`src/rtl/saturating_accumulator_scheduler.sv`:
```
// Shared saturating add/sub engine: N requesters, round-robin grant, one registered result slot.
module saturating_accumulator_scheduler #(
  parameter  int unsigned WORD_WIDTH = 8,
  parameter  int unsigned REQ_COUNT  = 4,
  localparam int unsigned ID_WIDTH   = $clog2(REQ_COUNT)
) (
  input  logic                            clock,
  input  logic                            clear,
  input  logic [WORD_WIDTH-1:0]           max_limit,
  input  logic [WORD_WIDTH-1:0]           min_limit,
  input  logic [REQ_COUNT-1:0]            req_valid,
  output logic [REQ_COUNT-1:0]            req_ready,
  input  logic [2*REQ_COUNT-1:0]          req_op,
  input  logic [WORD_WIDTH*REQ_COUNT-1:0] req_data,
  output logic                            result_valid,
  input  logic                            result_ready,
  output logic [WORD_WIDTH-1:0]           result_data,
  output logic [ID_WIDTH-1:0]             result_id,
  output logic                            result_carry,
  output logic                            result_clipped
);

  localparam logic [1:0] OP_ADD  = 2'b00;
  localparam logic [1:0] OP_SUB  = 2'b01;
  localparam logic [1:0] OP_LOAD = 2'b10;
  localparam logic [1:0] OP_READ = 2'b11;

  logic [WORD_WIDTH-1:0] acc_q [REQ_COUNT];
  logic [WORD_WIDTH-1:0] acc_d [REQ_COUNT];
  logic [ID_WIDTH-1:0]   ptr_q, ptr_d;
  logic                  result_valid_q, result_valid_d;
  logic [WORD_WIDTH-1:0] result_data_q, result_data_d;
  logic [ID_WIDTH-1:0]   result_id_q, result_id_d;
  logic                  result_carry_q, result_carry_d;
  logic                  result_clipped_q, result_clipped_d;

  logic [1:0]            op_arr   [REQ_COUNT];
  logic [WORD_WIDTH-1:0] data_arr [REQ_COUNT];
  logic                  slot_free;
  logic                  grant_found;
  logic [ID_WIDTH-1:0]   grant_idx;
  int unsigned           rr_idx;

  logic [1:0]            op_sel;
  logic [WORD_WIDTH-1:0] a_word, b_word;
  logic signed [WORD_WIDTH:0] a_ext, b_ext, max_ext, min_ext, raw_ext, out_ext;
  logic                  new_carry, new_clipped;

  // Split the flat request buses into per-requester lanes
  always_comb begin
    for (int i = 0; i < REQ_COUNT; i++) begin
      op_arr[i]   = req_op[2*i +: 2];
      data_arr[i] = req_data[WORD_WIDTH*i +: WORD_WIDTH];
    end
  end

  assign slot_free = !result_valid_q || result_ready;

  // Round-robin grant: first valid requester at or above the pointer, with wrap
  always_comb begin
    req_ready   = '0;
    grant_found = 1'b0;
    grant_idx   = '0;
    rr_idx      = 0;
    if (!clear && slot_free) begin
      for (int unsigned k = 0; k < REQ_COUNT; k++) begin
        rr_idx = 32'(ptr_q) + k;
        if (rr_idx >= REQ_COUNT) rr_idx = rr_idx - REQ_COUNT;
        if (!grant_found && req_valid[ID_WIDTH'(rr_idx)]) begin
          grant_found = 1'b1;
          grant_idx   = ID_WIDTH'(rr_idx);
        end
      end
      if (grant_found) req_ready[grant_idx] = 1'b1;
    end
  end

  // Shared datapath on one extra bit so overflow is visible before clipping
  always_comb begin
    op_sel  = op_arr[grant_idx];
    a_word  = acc_q[grant_idx];
    b_word  = data_arr[grant_idx];
    a_ext   = {a_word[WORD_WIDTH-1], a_word};
    b_ext   = {b_word[WORD_WIDTH-1], b_word};
    max_ext = {max_limit[WORD_WIDTH-1], max_limit};
    min_ext = {min_limit[WORD_WIDTH-1], min_limit};
    raw_ext   = a_ext;
    new_carry = 1'b0;
    case (op_sel)
      OP_ADD: begin
        raw_ext   = a_ext + b_ext;
        new_carry = raw_ext[WORD_WIDTH];
      end
      OP_SUB: begin
        raw_ext   = a_ext - b_ext;
        new_carry = raw_ext[WORD_WIDTH];
      end
      OP_LOAD: raw_ext = b_ext;
      default: raw_ext = a_ext;
    endcase
    out_ext     = raw_ext;
    new_clipped = 1'b0;
    if (op_sel != OP_READ) begin
      if (raw_ext > max_ext) begin
        out_ext     = max_ext;
        new_clipped = 1'b1;
      end else if (raw_ext < min_ext) begin
        out_ext     = min_ext;
        new_clipped = 1'b1;
      end
    end
  end

  // Next state: accept updates acc and result slot, otherwise drain or hold
  always_comb begin
    acc_d            = acc_q;
    ptr_d            = ptr_q;
    result_valid_d   = result_valid_q;
    result_data_d    = result_data_q;
    result_id_d      = result_id_q;
    result_carry_d   = result_carry_q;
    result_clipped_d = result_clipped_q;
    if (grant_found) begin
      acc_d[grant_idx] = out_ext[WORD_WIDTH-1:0];
      result_valid_d   = 1'b1;
      result_data_d    = out_ext[WORD_WIDTH-1:0];
      result_id_d      = grant_idx;
      result_carry_d   = new_carry;
      result_clipped_d = new_clipped;
      ptr_d = (grant_idx == ID_WIDTH'(REQ_COUNT - 1)) ? '0 : grant_idx + ID_WIDTH'(1);
    end else if (result_ready) begin
      result_valid_d = 1'b0;
    end
  end

  // State registers with synchronous clear
  always_ff @(posedge clock) begin
    if (clear) begin
      for (int i = 0; i < REQ_COUNT; i++) acc_q[i] <= '0;
      ptr_q            <= '0;
      result_valid_q   <= 1'b0;
      result_data_q    <= '0;
      result_id_q      <= '0;
      result_carry_q   <= 1'b0;
      result_clipped_q <= 1'b0;
    end else begin
      acc_q            <= acc_d;
      ptr_q            <= ptr_d;
      result_valid_q   <= result_valid_d;
      result_data_q    <= result_data_d;
      result_id_q      <= result_id_d;
      result_carry_q   <= result_carry_d;
      result_clipped_q <= result_clipped_d;
    end
  end

  assign result_valid   = result_valid_q;
  assign result_data    = result_data_q;
  assign result_id      = result_id_q;
  assign result_carry   = result_carry_q;
  assign result_clipped = result_clipped_q;

endmodule

```
`config.mk`:
```
export PLATFORM = sky130hd
export DESIGN_NAME = saturating_accumulator_scheduler
export DESIGN_NICKNAME = d
export VERILOG_FILES = /design/src/rtl/saturating_accumulator_scheduler.sv
export SDC_FILE = /design/constraint.sdc
export NUM_CORES = 1
export LEC_CHECK = 0
export CORE_MARGIN = 5
export CORE_UTILIZATION = 54
export DETAILED_ROUTE_END_ITERATION = 6
export PLACE_DENSITY = 0.82
export SLEW_MARGIN = 15
export SYNTH_ARGS = -nofsm -noshare
export SYNTH_HDL_FRONTEND = slang
export SYNTH_SLANG_ARGS = --single-unit
```
`constraint.sdc`:
```
create_clock -name clock -period 8.2 [get_ports clock]
set_input_delay 0.82 -clock clock [delete_from_list [all_inputs] [get_ports clock]]
set_output_delay 0.82 -clock clock [all_outputs]
set_load 0.01 [all_outputs]
```
== Yosys cells after proc, flatten, opt, wreduce, memory -nomap -nowiden ==
Index checks and enable logic that the tools add are counted.

* Add/sub/neg operators: 10
* Magnitude comparators: 14
* Equal/unequal tests: 4
* Muxes and demuxes: 58
* Bitwise gates (word level): 1
* Reduce and logical (&&, ||, !) cells: 14

{| class="wikitable"
|+ Operators with widths
! kind !! count
|-
| 8-bit two-way mux || 8
|-
| 2-bit two-way mux || 17
|-
| 8-bit binary-select mux with 2-bit select || 2
|-
| 32-bit bitwise mux || 1
|-
| 9-bit one-hot mux with 3 select lines || 1
|-
| 1-bit two-way mux || 19
|-
| 8-bit demux with 2-bit select || 1
|-
| 2-bit by 3-bit less-than comparator with 1-bit output (second input constant) || 5
|-
| 3-bit greater-or-equal comparator (second input constant) || 4
|-
| 8-bit by 8-bit adder with 9-bit output || 1
|-
| 9-bit by 8-bit greater-than comparator with 1-bit output || 1
|-
| 9-bit by 8-bit less-than comparator with 1-bit output || 1
|-
| 8-bit by 8-bit subtractor with 9-bit output || 1
|-
| 1-bit binary-select mux with 2-bit select || 4
|-
| 4-bit two-way mux || 2
|-
| 2-bit by 1-bit subtractor with 2-bit output (second input constant) || 4
|-
| 2-bit by 2-bit adder with 3-bit output (second input constant) || 2
|-
| 1-bit logical AND || 6
|-
| 1-bit logical NOT || 5
|-
| 2-bit binary-select mux with 2-bit select || 1
|-
| 2-bit == test (second input constant) || 2
|-
| 2-bit by 1-bit adder with 3-bit output (second input constant) || 1
|-
| 2-bit by 3-bit greater-or-equal comparator with 1-bit output (second input constant) || 1
|-
| 3-bit by 1-bit less-than comparator with 1-bit output (second input constant) || 1
|-
| other kinds (10) || 10
|}

* Bits in registers: 47
* Input bits: 63
* Output and inout port bits: 17
* Logic and storage cells: 111

== Depth between registers and ports, before layout ==
Gate-level depths: netlist of run 1.

* Depth after elaboration: 32
* Gate-level depth with buffers: 31

== Worst setup path after synthesis of run 1 ==
OpenSTA, ideal clock, no wires.

* Path kind: input-to-reg
* Start point: input clear
* End point: register acc_q[10] in the netlist's numbering
* Library setup time: 0.086 ns
* Arrival time: 6.621 ns
* Data required time: 8.114 ns
* Slack: 1.494 ns
* Stages: 23
* Cells stage by stage: buf_2 > nor2_1 > nand3_1 > inv_1 > buf_2 > buf_2 > a21oi_1 > a22oi_1 > ha_1 > or2_2 > or4_1 > a21oi_1 > nor3_1 > o2111a_1 > a211oi_2 > ha_1 > a2111o_1 > a2111oi_0 > o31ai_1 > nor2_1 > o2111a_1 > a311oi_2 > a211oi_1

* Cells in the longest elaborated chain, start to end: 14
* Elaborated cells between the ends (all ways): 32
* Those cells by class: 2 x add/sub; 4 x order compare; 3 x eq/ne; 18 x mux; 1 x bitwise; 4 x reduce/logical

{| class="wikitable"
|+ Ends and longest elaborated chain
! item !! RTL line !! RTL
|-
| start, declared || 8 || <nowiki>input logic clear,</nowiki>
|-
| 1-bit logical NOT || 65 || <nowiki>if (!clear && slot_free) begin</nowiki>
|-
| 1-bit logical AND || 65 ||
|-
| 2-bit two-way mux || 65 ||
|-
| 2-bit NOT with 3-bit output (not written as such) || n/a ||
|-
| 8-bit binary-select mux with 2-bit select (tied with other cells) || 81 || <nowiki>a_word = acc_q[grant_idx];</nowiki>
|-
| 8-bit two-way mux (not written as such) (tied with other cells) (2 in a row) || 81 ||
|-
| 8-bit by 8-bit subtractor with 9-bit output (tied with other cells) || 95 || <nowiki>raw_ext = a_ext - b_ext;</nowiki>
|-
| 9-bit one-hot mux with 3 select lines || 89 || <nowiki>case (op_sel)</nowiki>
|-
| 9-bit by 8-bit less-than comparator with 1-bit output || 107 || <nowiki>end else if (raw_ext < min_ext) begin</nowiki>
|-
| 8-bit two-way mux || 107 ||
|-
| 8-bit two-way mux || 104 || <nowiki>if (raw_ext > max_ext) begin</nowiki>
|-
| 8-bit two-way mux || 103 || <nowiki>if (op_sel != OP_READ) begin</nowiki>
|-
| 32-bit bitwise mux || 124 || <nowiki>acc_d[grant_idx] = out_ext[WORD_WIDTH-1:0];</nowiki>
|-
| end signal, assigned || 147 || <nowiki>acc_q <= acc_d;</nowiki>
|-
| end, declared || 28 || <nowiki>logic [WORD_WIDTH-1:0] acc_q [REQ_COUNT];</nowiki>
|}

Several ways; a longest one is shown, not always the timed one. The select of a mux whose other input is x is not followed.
A chain may end at the register's enable or synchronous reset.

== Worst setup path in the final report of run 1 ==
* Start point: input req_valid[1]
* End point: register acc_q[12] in the netlist's numbering

* Cells in the longest elaborated chain, start to end: 28
* Elaborated cells between the ends (all ways): 57
* Those cells by class: 2 x add/sub; 4 x order compare; 3 x eq/ne; 39 x mux; 1 x bitwise; 8 x reduce/logical

{| class="wikitable"
|+ Ends and longest elaborated chain
! item !! RTL line !! RTL
|-
| start, declared || 11 || <nowiki>input logic [REQ_COUNT-1:0] req_valid,</nowiki>
|-
| 1-bit binary-select mux with 2-bit select || 69 || <nowiki>if (!grant_found && req_valid[ID_WIDTH'(rr_idx)]) begin</nowiki>
|-
| 1-bit two-way mux (not written as such) || 69 ||
|-
| 1-bit two-way mux || 69 ||
|-
| 1-bit two-way mux || 65 ||
|-
| 1-bit logical NOT || 69 ||
|-
| 1-bit logical AND || 69 ||
|-
| 1-bit two-way mux || 69 ||
|-
| 1-bit two-way mux || 65 ||
|-
| [... 11 more ...] || n/a ||
|-
| 8-bit two-way mux (not written as such) (tied with other cells) (2 in a row) || 81 ||
|-
| 8-bit by 8-bit subtractor with 9-bit output (tied with other cells) || 95 ||
|-
| 9-bit one-hot mux with 3 select lines || 89 ||
|-
| 9-bit by 8-bit less-than comparator with 1-bit output || 107 ||
|-
| 8-bit two-way mux || 107 ||
|-
| 8-bit two-way mux || 104 ||
|-
| 8-bit two-way mux || 103 ||
|-
| 32-bit bitwise mux || 124 ||
|}

Several ways; a longest one is shown, not always the timed one. The select of a mux whose other input is x is not followed.

==> summary.md, run 1 <==
| Metric | Value |
|---|---|
| Slowest CP cell | clkdlybuf4s50_1 |
| Synth cell types | a little over 70 |
| Max Cap Violations | 0 |
| Synth Register Bits | 47 |
| Initial drt markers | approximately 340 |
| Initial core utilization | 54.8% |
| Largest net degree at the start of global routing | 34 |
| Worst-path clk slew | 0.09 ns |
| Cell depth of the worst min-delay path | 2 |
| Nets | approximately 770 |
| Pre-Repair DR Iteration Count | 5 |
| Post-Syn Nets | 703 |
| Main synth FF type | dfxtp_1 |
| Status | complete, no violations |
| Clk_lat worst skew | 0.31 ns |
| H-tree Lvls | 2 |
| Initial antenna violation count | 0 |
| Post-Syn Area per Cell | 7.40 um^2 |
| Count of final setup violators | 0 |
| Vias in the first global route | around 4900 |
| Comb pwr share | around 62% |
| WL/cell | about 21 um |
| Core area | 8130 um^2 |
| CP Max Fanout | 15 |
| Post-Syn Area | 4450 um^2 |
| Vias per Instance | 6.44 |
| PD cells | 223 nW/um^2 |
| Total Neg Setup Slack | 0 ns |
| VDD IR-drop max | around 0.00023 V |
| Final hold viol count | 0 |
| Min cycle time layout | 7.74 ns |
| Total Power | approximately 1.2 mW |
| CP startpoint kind | input pin |
| Reg2Reg Depth | 25 |
| Die Y | about 100 um |
| Sw frac | 45.9% |
| Most used cell, CP | inv_1 |
| Maximum clock rate | approximately 130 MHz |
| Gpl congestion | 1.06 |
| Die X | 101 um |
| CTS Buffer Depth | 2 |
| Critical hold path startpoint | result_id[1] |
| Post-synthesis sequential area ratio | 21.1% |
| Port Buffers | between 70 and 80 |
| First-pass GRT wire length | 24.9 mm |
| Seq pwr share | 22.9% |
| Hold path endpoint | result_id[1] |
| Hpwl dp | 12.7 mm |
| Crit path kind | input pin to flip-flop |
| Leakage | 2.30 nW |
| Setup crit end kind | flip-flop |
| Clock Tree Root | clkbuf_8 |
| Pre-CTS setup slack | between 0.09 and 0.1 ns |
| Slew @ Worst Pin | 0.832 ns |
| Req. time, crit path | 8.42 ns |
| Worst R2R Setup Slack | 1.12 ns |
| Worst Path Arrival | 7.96 ns |
| Worst min path class | flip-flop to flip-flop |
| Antenna fix cells | 0 |
| RR Startpoint | ptr_q[0] |
| DRT Wirelength | 16.0 mm |
| Io pins | 80 |
| Clock power share | 14.9% |
| Synth warnings | 0 |
| Rel. slew slack | 44.3% |
| Setup Skew | 0.00807 ns |
| Hold slack | between 0.4 and 0.5 ns |
| Cts hold-fix bufs | 0 |
| Overflow left after global routing | 0 |
| Share of cells above drive strength 1 | 8.46% |
| Area grow syn2layout | 23.3% |
| Switch Pwr | 0.563 mW |
| Cell count after synthesis | approximately 600 |
| Residual DRC count | 0 |
| Clk sinks | 47 |
| Synth async-reset ratio | 0% |
| Internal Pwr Total | around 0.66 mW |
| All-Layer GR Usage | between 30% and 40% |
| RR Endpoint | acc_q[12] |
| Die area | 10200 um^2 |
| Rows | 33 |
| CTS buffer count | 5 |
| Fin crit share | 94.4% |
| Max Slew Vio Count | 0 |
| Util after Layout | 67.5% |
| Max incr delay on CP | 0.52 ns |
| Worst setup margin | between 0.4 and 0.5 ns |
| Antenna-violating nets left | 0 |
| Number of flops mapped to enable cells by yosys | 0 |
| RSZ-0062 raised after global routing | no |
| Via Count | 5018 |
| CTS tree | built |
cells by family after synthesis:
family,Yosys count,synth area share (%)
and+or+nand+nor,233,25.6
AOI/OAI and AO/OA,174,27.6
buffers and inverters,77,7.19
DFF,47,21.1
adders and majority gates,38,11.0
muxes,31,7.08
xor gates and xnor gates,2,0.393
cell usage in the layout, fill, tap and decap left out, types with 3 or more instances in the layout:
master	instances
clkdlybuf4s50_1	79
nand2_1	62
nor2_1	49
dfxtp_1	47
inv_1	45
o21ai_0	40
ha_1	36
a21oi_1	34
nand3_1	31
mux2i_1	27
a211oi_1	20
nor3_1	18
buf_4	16
nand2b_1	12
and2_1	10
nand4_1	8
o31ai_1	8
or2_2	8
a311oi_1	8
o211ai_1	6
and3_1	6
clkbuf_8	6
nor2b_1	5
a211oi_2	5
or3_1	4
mux2_2	4
o221ai_1	4
nor4_1	3
nor2_2	3
a31oi_1	3
a21o_1	3
o21bai_1	3
nor4b_1	3
nand3b_1	3
o2111a_1	3
a2111oi_0	3
per-stage QoR:
step           std cells  instance area, um^2
5_1_grt              779                 5490
6_report             779                 5490
3_5_place_dp         771                 5350
3_3_place_gp         771                 5350
2_1_floorplan        602                 4450
4_1_cts              779                 5480
power groups by stage:
| stage | logic [mW] | clock network, mW | registers, mW |
|---|---|---|---|
| 2_1_floorplan | 0.483 | 0 | 0.288 |
| 3_3_place_gp | 0.717 | 0 | 0.284 |
| 3_5_place_dp | 0.734 | 0 | 0.285 |
| 4_1_cts | 0.739 | 0.182 | 0.280 |
| 5_1_grt | 0.822 | 0.193 | 0.284 |
| 6_report | 0.762 | 0.182 | 0.281 |
registers in the layout, summed over array words and instances (netlist names):
signal,count
ptr_q,2
result_id,2
result_carry,1
acc_q,32
result_valid,1
result_clipped,1
result_data,8
layer usage:
metal / share of wire (%) / up-vias / GRT usage (%)
li1: - / 2332 / -
met1: 41 / 2344 / 38.8
met2: 46 / 277 / 51.7
met3: 7.4 / 65 / 4.57
met4: 5.2 / 0 / 16.4
met5: 0 / - / 0
Yosys cell counts, types with 4 or more instances:
cell type / count / area share, %
nand2_1: 62 / 5.2
nand3_1: 31 / 3.5
a21oi_1: 34 / 3.8
nand4_1: 8 / 1.1
a311oi_1: 8 / 1.6
o221ai_1: 4 / 0.79
and3_1: 6 / 0.84
o31ai_1: 9 / 1.5
o211ai_1: 6 / 1.0
a211oi_1: 20 / 3.4
nor2_1: 50 / 4.2
dfxtp_1: 47 / 21
o21bai_1: 4 / 0.67
nor2b_1: 5 / 0.70
clkbuf_1: 19 / 1.6
ha_1: 36 / 10
mux2i_1: 27 / 6.1
or2_2: 8 / 1.1
nand2b_1: 12 / 1.7
mux2_2: 4 / 1.0
nor3_1: 18 / 2.0
o21ai_0: 40 / 4.5
a211oi_2: 5 / 1.4
inv_1: 45 / 3.8
and2_1: 10 / 1.4
or3_1: 4 / 0.56
buf_2: 6 / 0.67
what timing repair did:
action	in CTS	in global routing
buffers inserted	0	0
hold endpoints to repair	0	0
endpoints found under the setup margin	0	17
resized for setup	0	4
cell type report:
type	count	area, um^2
Tap cell	105	131
Clock inverter	2	38.8
Fill cell	715	2640
Clock buffer	6	82.6
Sequential cell	47	941
Timing Repair Buffer	95	911
Multi-Input combinational cell	478	3210
Inverter	46	178
worst max-delay path by stage:
stage	to	slack, ns	start
6_report	acc_q[12]	0.46	req_valid[1]
5_1_grt	acc_q[20]	0.08	req_valid[1]
4_1_cts	acc_q[10]	0.37	req_valid[0]
3_5_place_dp	acc_q[2]	0.1	req_valid[0]
3_3_place_gp	acc_q[0]	0.30	req_valid[0]
2_1_floorplan	acc_q[10]	1.49	clear
critical path, delay by kind of cell:
| kind | cells | cell delay (ns) |
|---|---|---|
| buf+inv | 6 | 1.65 |
| fa+ha+maj | 2 | 0.64 |
| compound gates | 10 | 2.83 |
| simple gates | 9 | 1.99 |
(Power assumes the default switching activity.)
==> inputs of run 2 (changes only) <==
--- a/config.mk
+++ b/config.mk
@@ -9,6 +9,7 @@
 export CORE_UTILIZATION = 54
 export DETAILED_ROUTE_END_ITERATION = 6
 export PLACE_DENSITY = 0.82
+export RECOVER_POWER = 25
 export SLEW_MARGIN = 15
 export SYNTH_ARGS = -nofsm -noshare
 export SYNTH_HDL_FRONTEND = slang
==> summary.md, run 2 (synthesis results as in run 1) <==
| Metric | Value |
|---|---|
| Status | complete, no violations |
| Port Buffers | 79 |
| Hpwl dp | 12.7 mm |
| Min cycle time layout | 7.72 ns |
| Maximum clock rate | 129 MHz |
| Count of final setup violators | 0 |
| Overflow left after global routing | 0 |
| Setup crit end kind | flip-flop |
| CTS buffer count | 5 |
| Share of cells above drive strength 1 | around 8.3% |
| Rel. slew slack | between 40% and 50% |
| All-Layer GR Usage | a little under a third |
| Nets | 774 |
| Clk sinks | 47 |
| Worst min path class | flip-flop to flip-flop |
| Core area | 8130 um^2 |
| Worst-path clk slew | about 0.09 ns |
| Vias in the first global route | 4914 |
| Comb pwr share | between 60 and 70% |
| Max reg flops | 32 |
| Switch Pwr | 0.561 mW |
| Pre-Repair DR Iteration Count | 5 |
| Slew @ Worst Pin | 0.813 ns |
| Vias per Instance | 6.48 |
| Cts hold-fix bufs | 0 |
| Die Y | 101 um |
| Residual DRC count | 0 |
| Seq pwr share | 23.0% |
| RSZ-0062 raised after global routing | no |
| CP startpoint kind | input pin |
| Rows | 33 |
| Die area | 10200 um^2 |
| Internal Pwr Total | 0.656 mW |
| Via Count | 5050 |
| Area grow syn2layout | 23.2% |
| CTS Buffer Depth | 2 |
| Initial drt markers | between 300 and 400 |
| Clock Tree Root | clkbuf_8 |
| Non-filler cells, final | 779 |
| Total Neg Setup Slack | 0 ns |
| Largest net degree at the start of global routing | 34 |
| Initial core utilization | 54.8% |
| Io pins | 80 |
| Placed Cells | 771 |
| First-pass GRT wire length | 24.9 mm |
| Biggest register | acc_q |
| Resize count post-CTS | 0 |
| Antenna-violating nets left | 0 |
| DRT Wirelength | between 15 and 20 mm |
| Max Slew Vio Count | 0 |
| Leakage | around 2.3 nW |
| Clk_lat worst skew | 0.30 ns |
| Most common cell after layout, fill and taps aside | clkdlybuf4s50_1 |
| Gpl congestion | 1.06 |
| WL/cell | ~21 um |
| Sw frac | 46.1% |
| Antenna fix cells | 0 |
| Util after Layout | 67.5% |
| H-tree Lvls | 2 |
| CP Max Fanout | 8 |
| Max Cap Violations | 0 |
| # Post-CTS Setup Buffers | 0 |
| Worst Path Arrival | between 7 and 8 ns |
| Req. time, crit path | roughly 8.4 ns |
| Fin crit share | 94.2% |
| Final hold viol count | 0 |
| Crit path kind | input pin to flip-flop |
| Commonest non-fill, non-tap cells in the layout | clkdlybuf4s50_1 (66), nand2_1 (62), nor2_1 (49) |
| CTS tree | built |
| Clock power share | about 15% |
| Initial antenna violation count | 0 |
| Setup Skew | 0.00600 ns |
| PD cells | 222 nW/um^2 |
| VDD IR-drop max | 0.000233 V |
| Die X | 101 um |
## run 2: cell types whose count changed in the layout (fill, tap and decap cells not counted)
| cell | delta |
|---|---|
| clkdlybuf4s50_1 | -13 |
| buf_4 | -1 |
| dlygate4sd3_1 | +13 |
| clkbuf_1 | +1 |
## run 2: metal layers
layer / wire length, um / up-vias / share of wire [%] / track usage (%)
li1: - / 2335 / - / -
met1: 6600 / 2387 / 41 / 38.8
met2: 7380 / 264 / 46 / 51.7
met3: 1230 / 64 / 7.7 / 4.57
met4: 834 / 0 / 5.2 / 16.4
met5: 0 / - / 0 / 0
## run 2: area by class of cell
class	count	area, um^2
tap	105	131
sequential	47	941
timing repair buffer	95	907
clock buffer	6	82.6
multi-input combinational	478	3210
fill	716	2650
inverter	46	178
clock inverter	2	38.8
## run 2: power by group through the flow
stage	clock (mW)	combinational, mW	sequential [mW]
3_3_place_gp	0	0.717	0.284
3_5_place_dp	0	0.734	0.285
2_1_floorplan	0	0.483	0.288
4_1_cts	0.182	0.739	0.280
5_1_grt	0.193	0.815	0.283
6_report	0.181	0.755	0.280
## run 2: final timing paths
check	start	endpoint	slack, ns	cells after the start
setup / recovery	req_valid[1]	acc_q[12]	0.48	23
hold / removal	result_id[1]	result_id[1]	0.46	2
setup reg to reg	ptr_q[1]	acc_q[12]	1.13	26
hold reg to reg	result_id[1]	result_id[1]	0.46	2
## run 2: critical path, stage by stage
cell and delay, ns:
clkdlybuf4s50_1 0.58, nor4_1 0.12, or3_1 0.35, or3_1 0.52, buf_4 0.23, o21ai_0 0.37
inv_1 0.12, ha_1 0.39, or2_2 0.34, or4_1 0.47, a21oi_1 0.22, nor3_1 0.10
o2111a_1 0.26, a211oi_2 0.47, ha_1 0.36, a2111o_1 0.41, a2111oi_0 0.49, o31ai_2 0.22
inv_1 0.11, nand2_1 0.23, nor3_1 0.33, a311oi_2 0.13, a211oi_1 0.29
## run 2: stage by stage
step                      power, mW  instance area [um^2]  setup slack (ns)  hold WS (ns)
final                          1.22                  5490             0.478         0.458
after global routing           1.29                  5490            0.0787         0.468
after CTS                      1.20                  5480             0.366         0.462
after detailed placement       1.02                  5350            0.0988         0.448
after global placement         1.00                  5350             0.299         0.434
after floorplan               0.772                  4450              1.49         0.444
==> inputs of run 3 (changes only) <==
--- a/config.mk
+++ b/config.mk
@@ -5,6 +5,7 @@
 export SDC_FILE = /design/constraint.sdc
 export NUM_CORES = 1
 export LEC_CHECK = 0
+export ABC_AREA = 1
 export CORE_MARGIN = 5
 export CORE_UTILIZATION = 54
 export DETAILED_ROUTE_END_ITERATION = 6
==> summary.md, run 3 <==
| Metric | Value |
|---|---|
| Vias in the first global route | 4388 |
| Share of cells above drive strength 1 | 8.01% |
| Synth warnings | 0 |
| RSZ-0062 raised after global routing | no |
| Post-synthesis sequential area ratio | 21.8% |
| Reg2Reg Depth | 39 |
| Post-synth top area cell | dfxtp_1 |
| Slowest CP cell | a32oi_1 |
| Post-Syn Nets | 802 |
| Synth async-reset ratio | 0% |
| DRT Wirelength | 12.7 mm |
| Cts hold-fix bufs | 0 |
| Synth Register Bits | 47 |
| Largest family of logic cells by synthesized area | simple AND/OR/NAND/NOR gates |
| Synth top area share | 21.8% |
| Initial antenna violation count | 0 |
| Critical hold path startpoint | result_clipped |
| Commonest non-fill, non-tap cells in the layout | nand2_1 (213), inv_1 (89), nand3_1 (84) |
| Vias per Instance | between 5 and 6 |
| Post-synthesis compound-gate area fraction | 18.2% |
| Dominant cell by count in the synthesized netlist | nand2_1 |
| CP startpoint kind | input pin |
| Slew @ Worst Pin | 1.11 ns |
| CTS Buffer Depth | 2 |
| CTS buffer count | 5 |
| Cell depth of the worst min-delay path | 2 |
| Synth top area cells | dfxtp_1 (22%), nand2_1 (19%), ha_1 (10%), nand3_1 (9.7%), inv_1 (7.7%) |
| Crit path kind | input pin to flip-flop |
| Rows | 32 |
| Post-synthesis mux area share | 0% |
| First-pass GRT wire length | approximately 21 mm |
| Setup crit end kind | flip-flop |
| Main synth FF type | dfxtp_1 |
| Min cycle time layout | 7.15 ns |
| Number of flops mapped to enable cells by yosys | 0 |
| CTS tree | built |
| Worst R2R Setup Slack | 1.39 ns |
| Via Count | about 4700 |
| Post-Syn Area | 4320 um^2 |
| Cell count after synthesis | 701 |
| CP Max Fanout | 30 |
| Synth Area in Simple Gates | between 30% and 40% |
| Worst min path class | flip-flop to flip-flop |
| Fin crit share | 87.2% |
| Adder-Cell Fraction of Synth Area | 11.4% |
| RR Endpoint | acc_q[5] |
| Post-Syn Area per Cell | 6.16 um^2 |
| Nets | 862 |
| Total Neg Setup Slack | 0 ns |
| Worst Path Arrival | 7.33 ns |
| Resize count post-CTS | 0 |
| Core area | 7770 um^2 |
| Area grow syn2layout | 20.4% |
| Pre-Repair DR Iteration Count | 5 |
| H-tree Lvls | 2 |
| Die area | 9890 um^2 |
| Max Cap Violations | 0 |
| Die Y | between 90 and 100 um |
| Max Slew Vio Count | 0 |
| Io pins | 80 |
| Maximum clock rate | 140 MHz |
| Largest net degree at the start of global routing | 46 |
| Antenna fix cells | 0 |
| Setup Skew | 0.00951 ns |
| Synth cell types | 44 |
| Residual DRC count | 0 |
| Gpl congestion | 1.02 |
| Most common cell after layout, fill and taps aside | nand2_1 |
| Antenna-violating nets left | 0 |
| Count of final setup violators | 0 |
| Max incr delay on CP | ~0.56 ns |
| Clock Tree Root | clkbuf_8 |
| Top post-synthesis cells by count | nand2_1 (213), inv_1 (89), nand3_1 (84), dfxtp_1 (47), a21oi_1 (43) |
| Initial core utilization | 55.6% |
| Initial drt markers | 363 |
| Hpwl dp | 10.0 mm |
| Status | complete, no violations |
| Max reg flops | 32 |
| WL/cell | around 15 um |
| Final hold viol count | 0 |
| Most used cell, CP | nand2_1 |
| Overflow left after global routing | 0 |
| Clk sinks | between 40 and 50 |
| Clk_lat worst skew | 0.31 ns |
| Port Buffers | 79 |
| # Post-CTS Setup Buffers | 0 |
| Die X | 99.4 um |
| Rel. slew slack | 25.7% |
| Xor/xnor share of the synthesized area | 0.608% |
| Req. time, crit path | approximately 8.4 ns |
| Biggest register | acc_q |
| RR Startpoint | ptr_q[0] |
| Hold path endpoint | result_clipped |
| All-Layer GR Usage | 25.6% |
| Worst-path clk slew | ~0.1 ns |
==> run 3: changes by cell type after synthesis, sizes merged, moves of 18 or more <==
cell    change
inv        +50
nand3      +58
mux2i      -27
nor3       -18
a211oi     -25
nor2       -20
a21oi      +22
nand2     +163
==> run 3: layout make-up <==
type                            instances  area (um^2)
Clock buffer                            5         68.8
Clock inverter                          3         22.5
Fill cell                             733         2570
Inverter                               97          372
Multi-Input combinational cell        529         2860
Sequential cell                        47          941
Tap cell                              102          128
Timing Repair Buffer                   81          806
==> run 3: cell families (layout without fill, tap and decap cells) <==
group / after synthesis / after routing
DFF: 47 / 47
buffers and inverters: 125 / 186
xor gates and xnor gates: 3 / 3
AOI/OAI and AO/OA: 131 / 131
adders and majority gates: 38 / 38
and+or+nand+nor: 357 / 357
==> run 3: layer usage <==
metal	GRT usage [%]	vias up	wire [um]
met5	0	-	0
met4	8.93	0	341
met3	4.28	35	751
met2	43.3	176	6070
met1	32.8	2124	5540
li1	-	2384	-
==> run 3: stage by stage <==
stage / area (um^2) / setup slack, ns / utilization [%] / cells / hold WS [ns]
finish: 5200 / 1.05 / 66.9 / 864 / 0.479
detailed placement: 5110 / 0.787 / 65.8 / 856 / 0.469
global placement: 5110 / 0.921 / 65.8 / 856 / 0.466
CTS: 5200 / 1.10 / 66.9 / 864 / 0.482
global route: 5200 / 0.408 / 66.9 / 864 / 0.508
floorplan: 4320 / 2.19 / - / 701 / 0.483
==> run 3: how the worst max path moves through the flow <==
| stage | startpoint | endpoint | slack (ns) | cells past startpoint |
|---|---|---|---|---|
| 6_report | req_valid[1] | acc_q[5] | 1.05 | 40 |
| 5_1_grt | req_valid[0] | acc_q[5] | 0.41 | 40 |
| 4_1_cts | req_valid[1] | acc_q[5] | 1.10 | 38 |
| 3_5_place_dp | req_valid[3] | acc_q[21] | 0.79 | 38 |
| 3_3_place_gp | req_valid[3] | acc_q[29] | 0.92 | 38 |
| 2_1_floorplan | req_valid[3] | acc_q[0] | 2.19 | 39 |
==> run 3: worst max-delay path: cells and delay by family <==
family                     cells  cell delay, ns
AOI/OAI and AO/OA              9            1.70
and+or+nand+nor               21            2.41
buffers and inverters          7            1.58
adders and majority gates      2            0.61
xor gates and xnor gates       1            0.16
Power of run 3 is left out: the tool's default activity adds up to more than one toggle a clock period on the data nets, which glitch-free logic cannot reach.
